### src/rtl/uart_pkg.sv
// Shared UART constants and receiver/transmitter FSM state encoding.
package uart_pkg;

    localparam int CLK_HZ = 50_000_000;
    localparam int BAUD   = 5208;

    localparam logic [1:0] S_IDLE  = 2'd0;
    localparam logic [1:0] S_START = 2'd1;
    localparam logic [1:0] S_DATA  = 2'd2;
    localparam logic [1:0] S_STOP  = 2'd3;

endpackage

### src/rtl/uart_sync2.sv
// Two-flop synchronizer; both flops reset to 1 so an idle line reads high.
module uart_sync2 (
    input  logic clk,
    input  logic rst,
    input  logic i_d,
    output logic o_q
);

    logic r_meta;
    logic r_q;

    always_ff @(posedge clk) begin
        if (rst) begin
            r_meta <= 1'b1;
            r_q    <= 1'b1;
        end else begin
            r_meta <= i_d;
            r_q    <= r_meta;
        end
    end

    assign o_q = r_q;

endmodule

### src/rtl/uart_rx.sv
// 8N1 UART receiver with mid-bit sampling and a valid/ready output register.
module uart_rx
    import uart_pkg::*;
#(
    parameter int BAUD = uart_pkg::BAUD,
    parameter int HALF = BAUD / 2
) (
    input  logic       clk,
    input  logic       rst,
    input  logic       rx,
    output logic [7:0] dout,
    output logic       valid,
    input  logic       ready,
    output logic       frame_err,
    output logic       overrun
);

    localparam logic [31:0] BIT_LIM  = 32'(BAUD - 1);
    localparam logic [31:0] HALF_LIM = 32'(HALF - 1);

    logic        w_rx_s;
    logic        w_fall;
    logic        w_half;
    logic        w_bit;
    logic        w_done;
    logic        w_take;
    logic        r_rx_prev;
    logic [1:0]  r_state;
    logic [31:0] r_cnt;
    logic [2:0]  r_idx;
    logic [7:0]  r_shift;
    logic [7:0]  r_dout;
    logic        r_valid;
    logic        r_fe;
    logic        r_ov;

    uart_sync2 u_sync (
        .clk (clk),
        .rst (rst),
        .i_d (rx),
        .o_q (w_rx_s)
    );

    assign w_fall = r_rx_prev & ~w_rx_s;
    assign w_half = (r_cnt == HALF_LIM);
    assign w_bit  = (r_cnt == BIT_LIM);
    assign w_done = (r_state == S_STOP) & w_bit & w_rx_s;
    assign w_take = r_valid & ready;

    always_ff @(posedge clk) begin
        if (rst) begin
            r_rx_prev <= 1'b1;
            r_state   <= S_IDLE;
            r_cnt     <= 32'd0;
            r_idx     <= 3'd0;
            r_shift   <= 8'h00;
            r_fe      <= 1'b0;
        end else begin
            r_rx_prev <= w_rx_s;
            r_fe      <= 1'b0;
            case (r_state)
                S_IDLE: begin
                    r_cnt <= 32'd0;
                    if (w_fall) r_state <= S_START;
                end
                S_START: begin
                    if (w_half) begin
                        r_cnt   <= 32'd0;
                        r_idx   <= 3'd0;
                        r_state <= w_rx_s ? S_IDLE : S_DATA;
                    end else begin
                        r_cnt <= r_cnt + 32'd1;
                    end
                end
                S_DATA: begin
                    if (w_bit) begin
                        r_shift[r_idx] <= w_rx_s;
                        r_cnt          <= 32'd0;
                        r_idx          <= r_idx + 3'd1;
                        if (r_idx == 3'd7) r_state <= S_STOP;
                    end else begin
                        r_cnt <= r_cnt + 32'd1;
                    end
                end
                S_STOP: begin
                    if (w_bit) begin
                        r_cnt   <= 32'd0;
                        r_fe    <= ~w_rx_s;
                        r_state <= S_IDLE;
                    end else begin
                        r_cnt <= r_cnt + 32'd1;
                    end
                end
                default: begin
                    r_cnt   <= 32'd0;
                    r_state <= S_IDLE;
                end
            endcase
        end
    end

    // A consume in the completion cycle frees the register for the new byte.
    always_ff @(posedge clk) begin
        if (rst) begin
            r_dout  <= 8'h00;
            r_valid <= 1'b0;
            r_ov    <= 1'b0;
        end else begin
            r_ov <= 1'b0;
            if (w_done) begin
                if (!r_valid || ready) begin
                    r_dout  <= r_shift;
                    r_valid <= 1'b1;
                end else begin
                    r_ov <= 1'b1;
                end
            end else if (w_take) begin
                r_valid <= 1'b0;
            end
        end
    end

    assign dout      = r_dout;
    assign valid     = r_valid;
    assign frame_err = r_fe;
    assign overrun   = r_ov;

endmodule

### config.mk
export PLATFORM = sky130hd
export DESIGN_NAME = uart_rx
export DESIGN_NICKNAME = d
export VERILOG_FILES = /design/src/rtl/uart_pkg.sv /design/src/rtl/uart_sync2.sv /design/src/rtl/uart_rx.sv
export SDC_FILE = /design/constraint.sdc
export NUM_CORES = 1
export LEC_CHECK = 0
export CORE_MARGIN = 4
export CORE_UTILIZATION = 45
export DETAILED_ROUTE_END_ITERATION = 16
export GPL_ROUTABILITY_DRIVEN = 0
export GPL_TIMING_DRIVEN = 0
export PLACE_DENSITY_LB_ADDON = 0.2
export SLEW_MARGIN = 20
export SYNTH_ARGS = -nofsm -noshare
export SYNTH_HDL_FRONTEND = slang
export SYNTH_SLANG_ARGS = --single-unit
export TNS_END_PERCENT = 10
### constraint.sdc
create_clock -name clk -period 2.3 [get_ports clk]
set_input_delay 0.46 -clock clk [delete_from_list [all_inputs] [get_ports clk]]
set_output_delay 0.46 -clock clk [all_outputs]
set_load 0.01 [all_outputs]
Yosys cells after proc, flatten, opt, wreduce, memory -nomap -nowiden --
Index checks and enable logic that the tools add are counted.
Word-level totals: register bits 59, latch bits 0, RAM bits 0, ROM bits 0, bits of input ports 4, output and inout port bits 11, word-level logic and storage cells 69, memories kept 0
Cells by class: add/sub/neg operators 2, multipliers 0, divide/modulo/power cells 0, order comparisons 2, equality and inequality tests 12, shifts and indexed selects 0, mux-type cells 20, bitwise gates (word level) 8, reductions and logical operators 14
Operators with widths (count):
- 32-bit one-hot mux with 3 select lines | 1
- 32-bit two-way mux | 2
- 32-bit by 1-bit adder with 32-bit output, second input constant | 1
- 32-bit by 12-bit equality test with 1-bit output, second input constant | 1
- 32-bit by 13-bit equality test with 1-bit output, second input constant | 1
- 2-bit two-way mux | 6
- 2-bit != test, second input constant | 5
- 8-bit bitwise mux | 1
- 2-bit one-hot mux with 4 select lines | 1
- 3-bit two-way mux | 2
- 3-bit one-hot mux with 2 select lines | 1
- 2-bit AND reduction | 3
- 1-bit two-way mux | 5
- 5-bit AND reduction | 1
- 1-bit AND | 4
- 2-bit equality test, second input constant | 2
- 3-bit by 4-bit < comparator with 1-bit output, second input constant | 1
- 1-bit inverter | 4
- 2-bit nonzero test | 2
- 2-bit OR reduction | 2
- 3-bit by 1-bit adder with 3-bit output, second input constant | 1
- 1-bit demux with 3-bit select | 1
- 3-bit equality test, second input constant | 1
- 3-bit by 1-bit >= comparator with 1-bit output, second input constant | 1
- 8 further kinds | 8

Logic depth before layout (Yosys ltp) --
Gate-level depths: netlist of the first run.
depth in word-level cells 5, gate-level depth with buffers 7, gate-level depth less buffers 5

Modules after synthesis --
Synthesis of the first run repeated with hierarchy kept, for this count alone.
Second synthesis, totals: cells, all modules 304, area total of the unflattened synthesis 2726.4 um2
By module, submodules not included:
- uart_rx | instances 1, cells each 300, area an instance 2673.8 um2, seq. area each 1141.1 um2
- uart_sync2 | instances 1, cells each 4, area an instance 52.6 um2, seq. area each 40.0 um2

Least setup slack after synthesis of the first run --
No wires, ideal clock.
kind flip-flop to flip-flop, start point register r_cnt[0], end point register r_idx[0], setup time 121 ps, arrival time 1765 ps, required time 2179 ps, path slack 414 ps, cell stages (with the launch flop) 6, path buffers 0, period minus slack after synthesis 1886 ps, path through dfxtp_1 > ha_1 > nor4bb_1 > nand3_1 > a211oi_1 > mux2_2
On the way: longest elaborated chain between the ends 3, elaborated cells between the ends (all ways) 5, those cells by class eq/ne: 4; reduce/logical: 1
Ends and longest elaborated chain:
- start, declared | RTL line uart_rx.sv:29 | logic [31:0] r_cnt;
- start signal, assigned | RTL line uart_rx.sv:72 | r_cnt <= r_cnt + 32'd1;
- start signal, assigned | RTL line uart_rx.sv:82 | r_cnt <= r_cnt + 32'd1;
- start signal, assigned | RTL line uart_rx.sv:91 | r_cnt <= r_cnt + 32'd1;
- 32-bit by 13-bit equality test with 1-bit output / 32-bit by 12-bit equality test with 1-bit output (equally long branches) | RTL line uart_rx.sv:46, uart_rx.sv:45
- 2-bit != test (no line)
- 3-bit AND reduction (no line) (*)
- end signal, assigned | RTL line uart_rx.sv:79 | r_idx <= r_idx + 3'd1;
- end, declared | RTL line uart_rx.sv:30 | logic [2:0] r_idx;
Every way passes the cells marked *; elsewhere a longest branch is shown, timed or not. A chain may end at the register's enable or synchronous reset.

Final worst setup path of the first run --
start point register r_cnt[16], end point register r_idx[0]
The elaborated chain is that of the path after synthesis.

==> results of run 1 <==
==> layout make-up <==
cell class              count  area, µm²  share of cell area (%)
plain buffers              27        129                    3.65
clock inverters             5        100                    2.83
flip-flops and latches     59       1180                    33.5
repair buffers             14        140                    3.97
well taps                  77       96.3                    2.73
inverters                   4       15.0                   0.425
clock buffers              11        141                    4.00
multi-input cells         234       1730                    48.9
==> cells by family (layout without fill, tap and decap cells) <==
| kind of cell | Yosys count | in the layout | share of synthesized area (%) |
|---|---|---|---|
| muxes | 19 | 19 | 6.37 |
| xor gates and xnor gates | 13 | 13 | 3.79 |
| DFF | 59 | 59 | 39.3 |
| adders and majority gates | 3 | 3 | 1.25 |
| buffers and inverters | 31 | 61 | 4.54 |
| and+or+nand+nor | 139 | 139 | 31.2 |
| AOI/OAI and AO/OA | 60 | 60 | 13.5 |
==> how the worst max path moves through the flow <==
stage,start,to,slack (ns),cells past startpoint
final,r_cnt[16]$_SDFF_PP0_,r_idx[0]$_SDFFE_PP0P_,0.08,4
after global routing,r_cnt[16]$_SDFF_PP0_,r_shift[3]$_SDFFE_PP0P_,-0.07,5
after global placement,r_cnt[13]$_SDFF_PP0_,r_cnt[31]$_SDFF_PP0_,-0.11,5
after CTS,r_cnt[13]$_SDFF_PP0_,r_cnt[31]$_SDFF_PP0_,0.05,5
after detailed placement,r_cnt[13]$_SDFF_PP0_,r_cnt[26]$_SDFF_PP0_,-0.15,5
after floorplan,r_cnt[0]$_SDFF_PP0_,r_idx[0]$_SDFFE_PP0P_,0.41,5
==> critical path: cells and delay by family (launching register included) <==
kind,cells,cell delay (ns)
mux,1,0.40
compound gates,1,0.64
simple gates,2,0.73
flops,1,0.35
==> cell usage after synthesis (all sizes together), types with 10 or more instances <==
| library cell | instances | share of area (%) |
|---|---|---|
| a21oi | 15 | 2.5 |
| nand4 | 15 | 3.5 |
| o31ai | 15 | 3.9 |
| and4 | 10 | 2.9 |
| nor4 | 13 | 3.6 |
| mux2i | 18 | 6.0 |
| dfxtp | 59 | 39 |
| nand2b | 23 | 4.8 |
| nand3 | 17 | 2.8 |
| clkbuf | 14 | 1.7 |
| or4 | 13 | 3.2 |
| buf | 13 | 2.3 |
| a22oi | 17 | 4.2 |
==> routing by layer <==
| layer | part of all wire, % | vias to the layer above | GRT usage (%) | wire length (µm) |
|---|---|---|---|---|
| met5 | 0 | - | 0 | 0 |
| met1 | 50 | 1219 | 24.9 | 3410 |
| li1 | - | 1287 | - | - |
| met3 | 4.3 | 10 | 4.76 | 291 |
| met2 | 45 | 43 | 26.1 | 3040 |
| met4 | 1.3 | 0 | 6.51 | 91 |
==> sequential cells by signal (all words and copies together) (netlist names), named ones only <==
name / flops
u_sync.r_meta: 1
r_shift: 8
valid: 1
dout: 8
r_rx_prev: 1
r_idx: 3
frame_err: 1
u_sync.o_q: 1
r_cnt: 32
r_state: 1
overrun: 1
==> stage by stage <==
stage          utilization, %  cell area (µm²)  TNS, ns
3_3_place_gp             50.5             3240    -2.29
2_1_floorplan               -             3000        0
4_1_cts                  54.4             3500        0
6_report                 55.0             3530        0
3_5_place_dp             50.5             3240    -3.51
5_1_grt                  55.0             3530   -0.289
==> what timing repair did <==
action                                  in CTS  in global routing
gates resized for setup                      2                 10
setup buffers                                0                  0
endpoints found under the hold margin        0                  0
endpoints found under the setup margin      30                 44
==> power by group <==
part / switching (mW) / leakage, nW / internal (mW) / total (mW)
Clock: 0.403 / 0.123 / 0.746 / 1.15
Combinational: 0.0206 / 0.514 / 0.0189 / 0.0395
Sequential: 0.00356 / 0.476 / 1.03 / 1.03
==> results.py, run 1 <==
metrics = {
    "worst_setup_path": {
        "cp_slowest_cell": "a211oi_1",
        "crit_path_end_kind": "flop",
        "r2r_end": "r_idx[0]$_SDFFE_PP0P_",
        "cp-start-kind": "flop",
        "crit_path_cell_trace": "nor4_2 -> nand4_2 -> a211oi_1 -> mux2_2",
        "arrival_ns": 2.45,
        "cp.required_ns": 2.53,
        "regToRegSetupSlack_ns": 0.08,
        "r2r-start": "r_cnt[16]$_SDFF_PP0_",
        "rr_worst_depth": 4,
        "worstSetupPathType": "flop to flop",
        "path_max_fanout": 7,
        "slowest_delay_ns": 0.64,
    },
    "timing": {
        "setup_ws_ns": 0.0800,
        "worst_slew_pin_slew_ns": 0.637,
        "skew_ns": 0.00590,
        "period_needed_ns": 2.22,
        "rsz0062_at_grt": "true",
        "relSlewSlack_pct": 57.3,
        "setup_viol": 0,
        "hold_viol": 0,
        "max_freq_mhz": 450,
        "period_share_pct": 96.5,
        "slew_viol_final": 0,
        "whs_ns": 0.429,
    },
    "route": {
        "wl_um": 6830,
        "ant_nets": 0,
        "drtIter0Drc": 217,
        "vias_per_cell": 5.94,
        "drc": 0,
        "vias": 2559,
        "drt-wirelength-per-cell_um": 15.8,
        "first_pass_iters": 4,
    },
    "logic_synthesis": {
        "yosys_warnings": 0,
        "async_reset_ff_share_pct": 0,
        "avgSynthCellArea_um2": 9.27,
        "syn_inst": 324,
        "ys_seq_elements": 59,
        "synth_seq_area_share_pct": 39.3,
        "synth_fp_nets": 331,
        "synth_edf_count": 0,
        "synth_flop_cell": "dfxtp_1",
        "synthDistinctLibCells": 47,
        "netlist_area_mm2": 0.00300,
    },
    "place": {
        "dp_cells": 415,
        "dp_hpwl_um": 4620,
        "portBuffers": 14,
        "place_ws_ns": -0.151,
    },
    "hold_path": {
        "worstHoldEndpoint": "u_sync.o_q$_SDFF_PP1_",
        "hp-start": "u_sync.r_meta$_SDFF_PP1_",
        "min_path_type": "flop to flop",
        "holdPathStages": 1,
    },
    "grt": {
        "grt_max_degree": 11,
        "track_usage_pct": 17.8,
        "grt_pass1_vias": 2434,
        "grt-ovfl-total": 0,
        "antenna_found_initial": 0,
        "grt_pass1_wl_um": 12000,
    },
    "cts": {
        "cts_hold_buf": 0,
        "cts_buffers": 9,
        "clk-insertion-delay-late_ns": 0.34,
        "clock_path_buffers": 2,
        "cts.clk_slew.worst_paths_ns": 0.07,
        "cts_root_buf": "clkbuf_8",
        "cts_sinks": 59,
        "cts_tree": "yes",
        "htreeDepth": 3,
    },
    "floorplan": {
        "initial_core_util_pct": 46.8,
        "pin_count": 15,
        "die_w_um": 89.7,
        "coreArea_mm2": 0.00642,
        "chipHeight_um": 89.7,
        "dieArea_mm2": 0.00805,
        "rows": 29,
    },
    "final_layout": {
        "layout.nets": 356,
        "final_cell_mix": "dfxtp_1, nand2b_1, mux2i_1, nand3_1, a22oi_1",
        "final_common_cell": "dfxtp_1",
        "area_delta_synth_final_pct": 17.5,
        "layout.cells.non_filler": 431,
        "antenna-diode-count": 0,
        "drive_gt1_share_pct": 13.0,
        "nFillCells": 569,
    },
    "pwr": {
        "p_per_area_mw_per_mm2": 628,
        "power.total_mw": 2.22,
        "power.leakage_nw": 1.11,
        "ir_drop_mv": 0.318,
    },
    "job": {
        "drv_cap": 0,
    },
    "status": {
        "status": "completed",
    },
}
Note: power is estimated with default switching activity, not from simulation.
==> inputs of run 2 (changes only) <==
CORE_UTILIZATION = 60   (was 45)
GPL_TIMING_DRIVEN = 1   (was 0)
==> results.py, run 2 (synthesized netlist as in run 1, its figures left out) <==
metrics = {
    "floorplan": {
        "chipHeight_um": 78.8,
        "initial_core_util_pct": 62.8,
        "die_w_um": 78.8,
        "dieArea_mm2": 0.00620,
        "rows": 25,
        "pin_count": 15,
        "coreArea_mm2": 0.00479,
    },
    "final_layout": {
        "final_cell_mix": "dfxtp_1, nand2b_1, mux2i_1, nand3_1, a22oi_1",
        "final_cell_area_mm2": 0.00347,
        "antenna-diode-count": 0,
        "final_common_cell": "dfxtp_1",
        "drive_gt1_share_pct": 13.7,
        "area_delta_synth_final_pct": 15.7,
        "layout.nets": 345,
        "nFillCells": 376,
        "registers.top_by_ff_count": "r_cnt",
        "largest_register_ffs": 32,
    },
    "route": {
        "drc": 0,
        "vias": 2552,
        "ant_nets": 0,
        "drtIter0Drc": 135,
        "vias_per_cell": 6.22,
        "drt-wirelength-per-cell_um": 15.5,
        "wl_um": 6340,
        "first_pass_iters": 4,
    },
    "place": {
        "dp_hpwl_um": 4170,
        "portBuffers": 14,
        "placed_area_mm2": 0.00327,
    },
    "worst_setup_path": {
        "startpoint": "r_cnt[0]$_SDFF_PP0_",
        "rr_worst_depth": 6,
        "r2r_end": "r_cnt[31]$_SDFF_PP0_",
        "arrival_ns": 2.30,
        "crit_path_end_kind": "flop",
        "cp-start-kind": "flop",
        "r2r-start": "r_cnt[0]$_SDFF_PP0_",
        "regToRegSetupSlack_ns": 0.22,
        "worstSetupPathType": "flop to flop",
        "cp.required_ns": 2.52,
        "path_max_fanout": 32,
        "critPathCapture": "r_cnt[31]$_SDFF_PP0_",
    },
    "cts": {
        "cts_buffers": 9,
        "cts_root_buf": "clkbuf_8",
        "cts_sinks": 59,
        "cts.clk_slew.worst_paths_ns": 0.07,
        "cts_hold_buf": 0,
        "clock_path_buffers": 2,
        "cts_tree": "yes",
        "clk-insertion-delay-late_ns": 0.34,
        "htreeDepth": 3,
    },
    "timing": {
        "rsz0062_at_grt": "false",
        "period_share_pct": 90.4,
        "setup_viol": 0,
        "relSlewSlack_pct": 66.2,
        "worst_slew_pin_slew_ns": 0.502,
        "fin_setup_tns_ns": 0,
        "skew_ns": 0.00735,
        "hold_viol": 0,
        "max_freq_mhz": 481,
        "slew_viol_final": 0,
        "period_needed_ns": 2.08,
    },
    "grt": {
        "track_usage_pct": 22.8,
        "antenna_found_initial": 0,
        "grt_pass1_vias": 2364,
        "grt_max_degree": 33,
        "grt_pass1_wl_um": 11200,
        "grt-ovfl-total": 0,
    },
    "pwr": {
        "seq_power_share_pct": 51.5,
        "p_int_mw": 1.57,
        "pwr-share-clk_pct": 46.6,
        "ir_drop_mv": 0.509,
        "power.leakage_nw": 1.11,
        "p_sw_mw": 0.430,
        "combPwrFrac_pct": 1.9,
        "switching_share_pct": 21.5,
        "power.total_mw": 2.00,
        "p_per_area_mw_per_mm2": 575,
    },
    "hold_path": {
        "min_path_type": "flop to flop",
    },
    "status": {
        "status": "completed",
    },
    "job": {
        "drv_cap": 0,
    },
}
[run 2: worst min-delay path by stage]
stage	startpoint	end	slack, ns	cells after the start
floorplan	u_sync.r_meta$_SDFF_PP1_	u_sync.o_q$_SDFF_PP1_	0.39	1
global placement	u_sync.r_meta$_SDFF_PP1_	u_sync.o_q$_SDFF_PP1_	0.41	1
detailed placement	u_sync.r_meta$_SDFF_PP1_	u_sync.o_q$_SDFF_PP1_	0.41	1
CTS	u_sync.r_meta$_SDFF_PP1_	u_sync.o_q$_SDFF_PP1_	0.42	1
global route	u_sync.r_meta$_SDFF_PP1_	u_sync.o_q$_SDFF_PP1_	0.45	1
finish	u_sync.r_meta$_SDFF_PP1_	u_sync.o_q$_SDFF_PP1_	0.42	1
[run 2: critical path, cell delays in order (launching register included)]
cell and delay (ns):
dfxtp_1 0.38, ha_1 0.31, nor4bb_2 0.34, nand4_1 0.28
o31ai_4 0.30, buf_12 0.22, a22oi_1 0.11
[run 2: area by class of cell]
type | count | area [µm²] | area share, %
multi-input cells | 234 | 1720 | 49.4
well taps | 67 | 83.8 | 2.41
repair buffers | 30 | 285 | 8.21
inverters | 4 | 15.0 | 0.432
clock buffers | 11 | 141 | 4.07
flip-flops and latches | 59 | 1180 | 34.0
clock inverters | 5 | 52.6 | 1.51
[run 2: layer usage]
| metal | routed length, µm | track usage, % | vias up |
|---|---|---|---|
| met5 | 0 | 0 | - |
| met4 | 146 | 10.7 | 0 |
| met3 | 194 | 5.67 | 16 |
| met2 | 2860 | 34.0 | 36 |
| met1 | 3140 | 31.0 | 1223 |
| li1 | - | - | 1277 |
[run 2: metrics by stage]
stage / utilization, % / cells / worst slack (ns) / hold WS, ns
after floorplan: - / 324 / 0.414 / 0.389
after global placement: 68.4 / 394 / 0.190 / 0.407
after detailed placement: 68.4 / 394 / 0.188 / 0.405
after CTS: 72.5 / 410 / 0.177 / 0.424
after global routing: 72.6 / 410 / 0.0522 / 0.445
final: 72.6 / 410 / 0.222 / 0.418
[run 2: what timing repair did]
action	4_1_cts	5_1_grt
resized for setup	0	1
endpoints found under the hold margin	0	0
endpoints found under the setup margin	0	17
setup buffers	0	0
[run 2: power groups by stage]
stage / Sequential (mW) / Combinational, mW / Clock (mW)
after detailed placement: 1.05 / 0.0384 / 0
after CTS: 1.03 / 0.0386 / 0.954
after global routing: 1.03 / 0.0429 / 0.985
after global placement: 1.05 / 0.0377 / 0
after floorplan: 1.05 / 0.0254 / 0
final: 1.03 / 0.0389 / 0.930
==> inputs of run 3 (changes only) <==
CORE_UTILIZATION = 64   (was 60)
SETUP_SLACK_MARGIN = 0.02   (was not set)
clock period = 2.4 ns   (was 2.3 ns; I/O delays follow)
==> results.py, run 3 (synthesized netlist as in run 1, its figures left out) <==
metrics = {
    "route": {
        "drc": 0,
        "drt-wirelength-per-cell_um": 16.3,
        "ant_nets": 0,
        "vias": 2577,
        "drtIter0Drc": 265,
        "first_pass_iters": 5,
        "wl_um": 6370,
        "vias_per_cell": 6.61,
    },
    "place": {
        "portBuffers": 14,
        "place_ws_ns": 0.253,
        "dp_hpwl_um": 4250,
    },
    "timing": {
        "fin_setup_tns_ns": 0,
        "worst_slew_pin_slew_ns": 0.472,
        "period_needed_ns": 2.07,
        "setup_viol": 0,
        "setup_ws_ns": 0.331,
        "period_share_pct": 86.2,
        "hold_viol": 0,
        "slew_viol_final": 0,
        "max_freq_mhz": 483,
        "skew_ns": 0.00890,
        "rsz0062_at_grt": "false",
        "relSlewSlack_pct": 68.6,
    },
    "worst_setup_path": {
        "cp_slowest_cell": "nor4_2",
        "cp.required_ns": 2.60,
        "critical_path.most_common_cell": "buf_4",
        "cp-start-kind": "flop",
        "slowest_delay_ns": 0.40,
        "crit_path_end_kind": "flop",
        "path_max_fanout": 32,
        "worstSetupPathType": "flop to flop",
        "arrival_ns": 2.27,
        "crit_path_cell_trace": "nor4_2 -> nand4_2 -> buf_4 -> o31ai_4 -> buf_4 -> a22oi_1",
    },
    "grt": {
        "grt_max_degree": 33,
        "use_met3_pct": 7.92,
        "grt.met1_usage_pct": 32.1,
        "grt-ovfl-total": 0,
        "antenna_found_initial": 0,
        "grt_pass1_vias": 2399,
        "grt_pass1_wl_um": 11300,
        "track_usage_pct": 23.7,
        "busiest_layer": "met2",
        "use_met2_pct": 34.5,
    },
    "cts": {
        "cts_root_buf": "clkbuf_8",
        "cts_sinks": 59,
        "htreeDepth": 3,
        "cts_hold_buf": 0,
        "cts_tree": "yes",
        "clk-insertion-delay-late_ns": 0.34,
        "cts_buffers": 9,
        "clock_path_buffers": 2,
        "cts.clk_slew.worst_paths_ns": 0.06,
    },
    "pwr": {
        "ir_drop_mv": 0.414,
        "power.total_mw": 1.90,
        "p_per_area_mw_per_mm2": 558,
        "power.leakage_nw": 1.07,
    },
    "final_layout": {
        "registers.top_by_ff_count": "r_cnt",
        "antenna-diode-count": 0,
        "final_cell_mix": "dfxtp_1, nand2b_1, mux2i_1, nand3_1, a22oi_1",
        "area_delta_synth_final_pct": 13.2,
        "largest_register_ffs": 32,
        "final_common_cell": "dfxtp_1",
        "drive_gt1_share_pct": 11.2,
        "layout.nets": 340,
    },
    "floorplan": {
        "initial_core_util_pct": 67.6,
        "rows": 24,
        "coreArea_mm2": 0.00444,
        "pin_count": 15,
        "die_w_um": 76.5,
        "dieArea_mm2": 0.00585,
        "chipHeight_um": 76.5,
    },
    "status": {
        "status": "completed",
    },
    "job": {
        "drv_cap": 0,
    },
    "hold_path": {
        "min_path_type": "flop to flop",
    },
}
## run 3: metal layers
layer | part of all wire [%] | routed length [µm] | up-vias
li1 | - | - | 1257
met2 | 44 | 2800 | 94
met1 | 48 | 3040 | 1216
met5 | 0 | 0 | -
met4 | 1.4 | 89 | 0
met3 | 6.8 | 434 | 10
## run 3: power breakdown
group / internal (mW) / switching, mW
clock network: 0.508 / 0.367
logic: 0.0192 / 0.0190
registers: 0.983 / 0.00334
total: 1.51 / 0.389
## run 3: layout make-up
| class | count | area, µm² |
|---|---|---|
| clock inverter | 2 | 35.0 |
| fill | 317 | 1040 |
| inverter | 4 | 15.0 |
| sequential | 59 | 1180 |
| clock buffer | 14 | 153 |
| tap | 52 | 65.1 |
| timing repair buffer | 25 | 235 |
| multi-input combinational | 234 | 1720 |
## run 3: worst max-delay path: cells and delay by family, from the launching register on
| kind | cells | cell delay [ns] |
|---|---|---|
| AO/OA/AOI/OAI | 2 | 0.40 |
| AND/OR/NAND/NOR | 2 | 0.56 |
| buffers and inverters | 2 | 0.60 |
| flip-flops | 1 | 0.38 |
## run 3: repair_timing
item                       4_1_cts  5_1_grt
resized for setup                0        1
setup endpoints to repair        0        1
buffers inserted                 0        0
## run 3: metrics by stage
step / hold WS (ns) / util, % / std cells / area (µm²)
detailed placement: 0.401 / 72.1 / 374 / 3210
floorplan: 0.389 / - / 324 / 3000
finish: 0.422 / 76.5 / 390 / 3400
global route: 0.448 / 76.5 / 390 / 3400
global placement: 0.406 / 72.1 / 374 / 3210
CTS: 0.423 / 76.4 / 390 / 3390
## run 3: final timing paths
path	cells after the start	slack, ns	start	endpoint
min	1	0.42	u_sync.r_meta$_SDFF_PP1_	u_sync.o_q$_SDFF_PP1_
max reg2reg	6	0.33	r_cnt[24]$_SDFF_PP0_	r_cnt[25]$_SDFF_PP0_
min reg2reg	1	0.42	u_sync.r_meta$_SDFF_PP1_	u_sync.o_q$_SDFF_PP1_
max	6	0.33	r_cnt[24]$_SDFF_PP0_	r_cnt[25]$_SDFF_PP0_
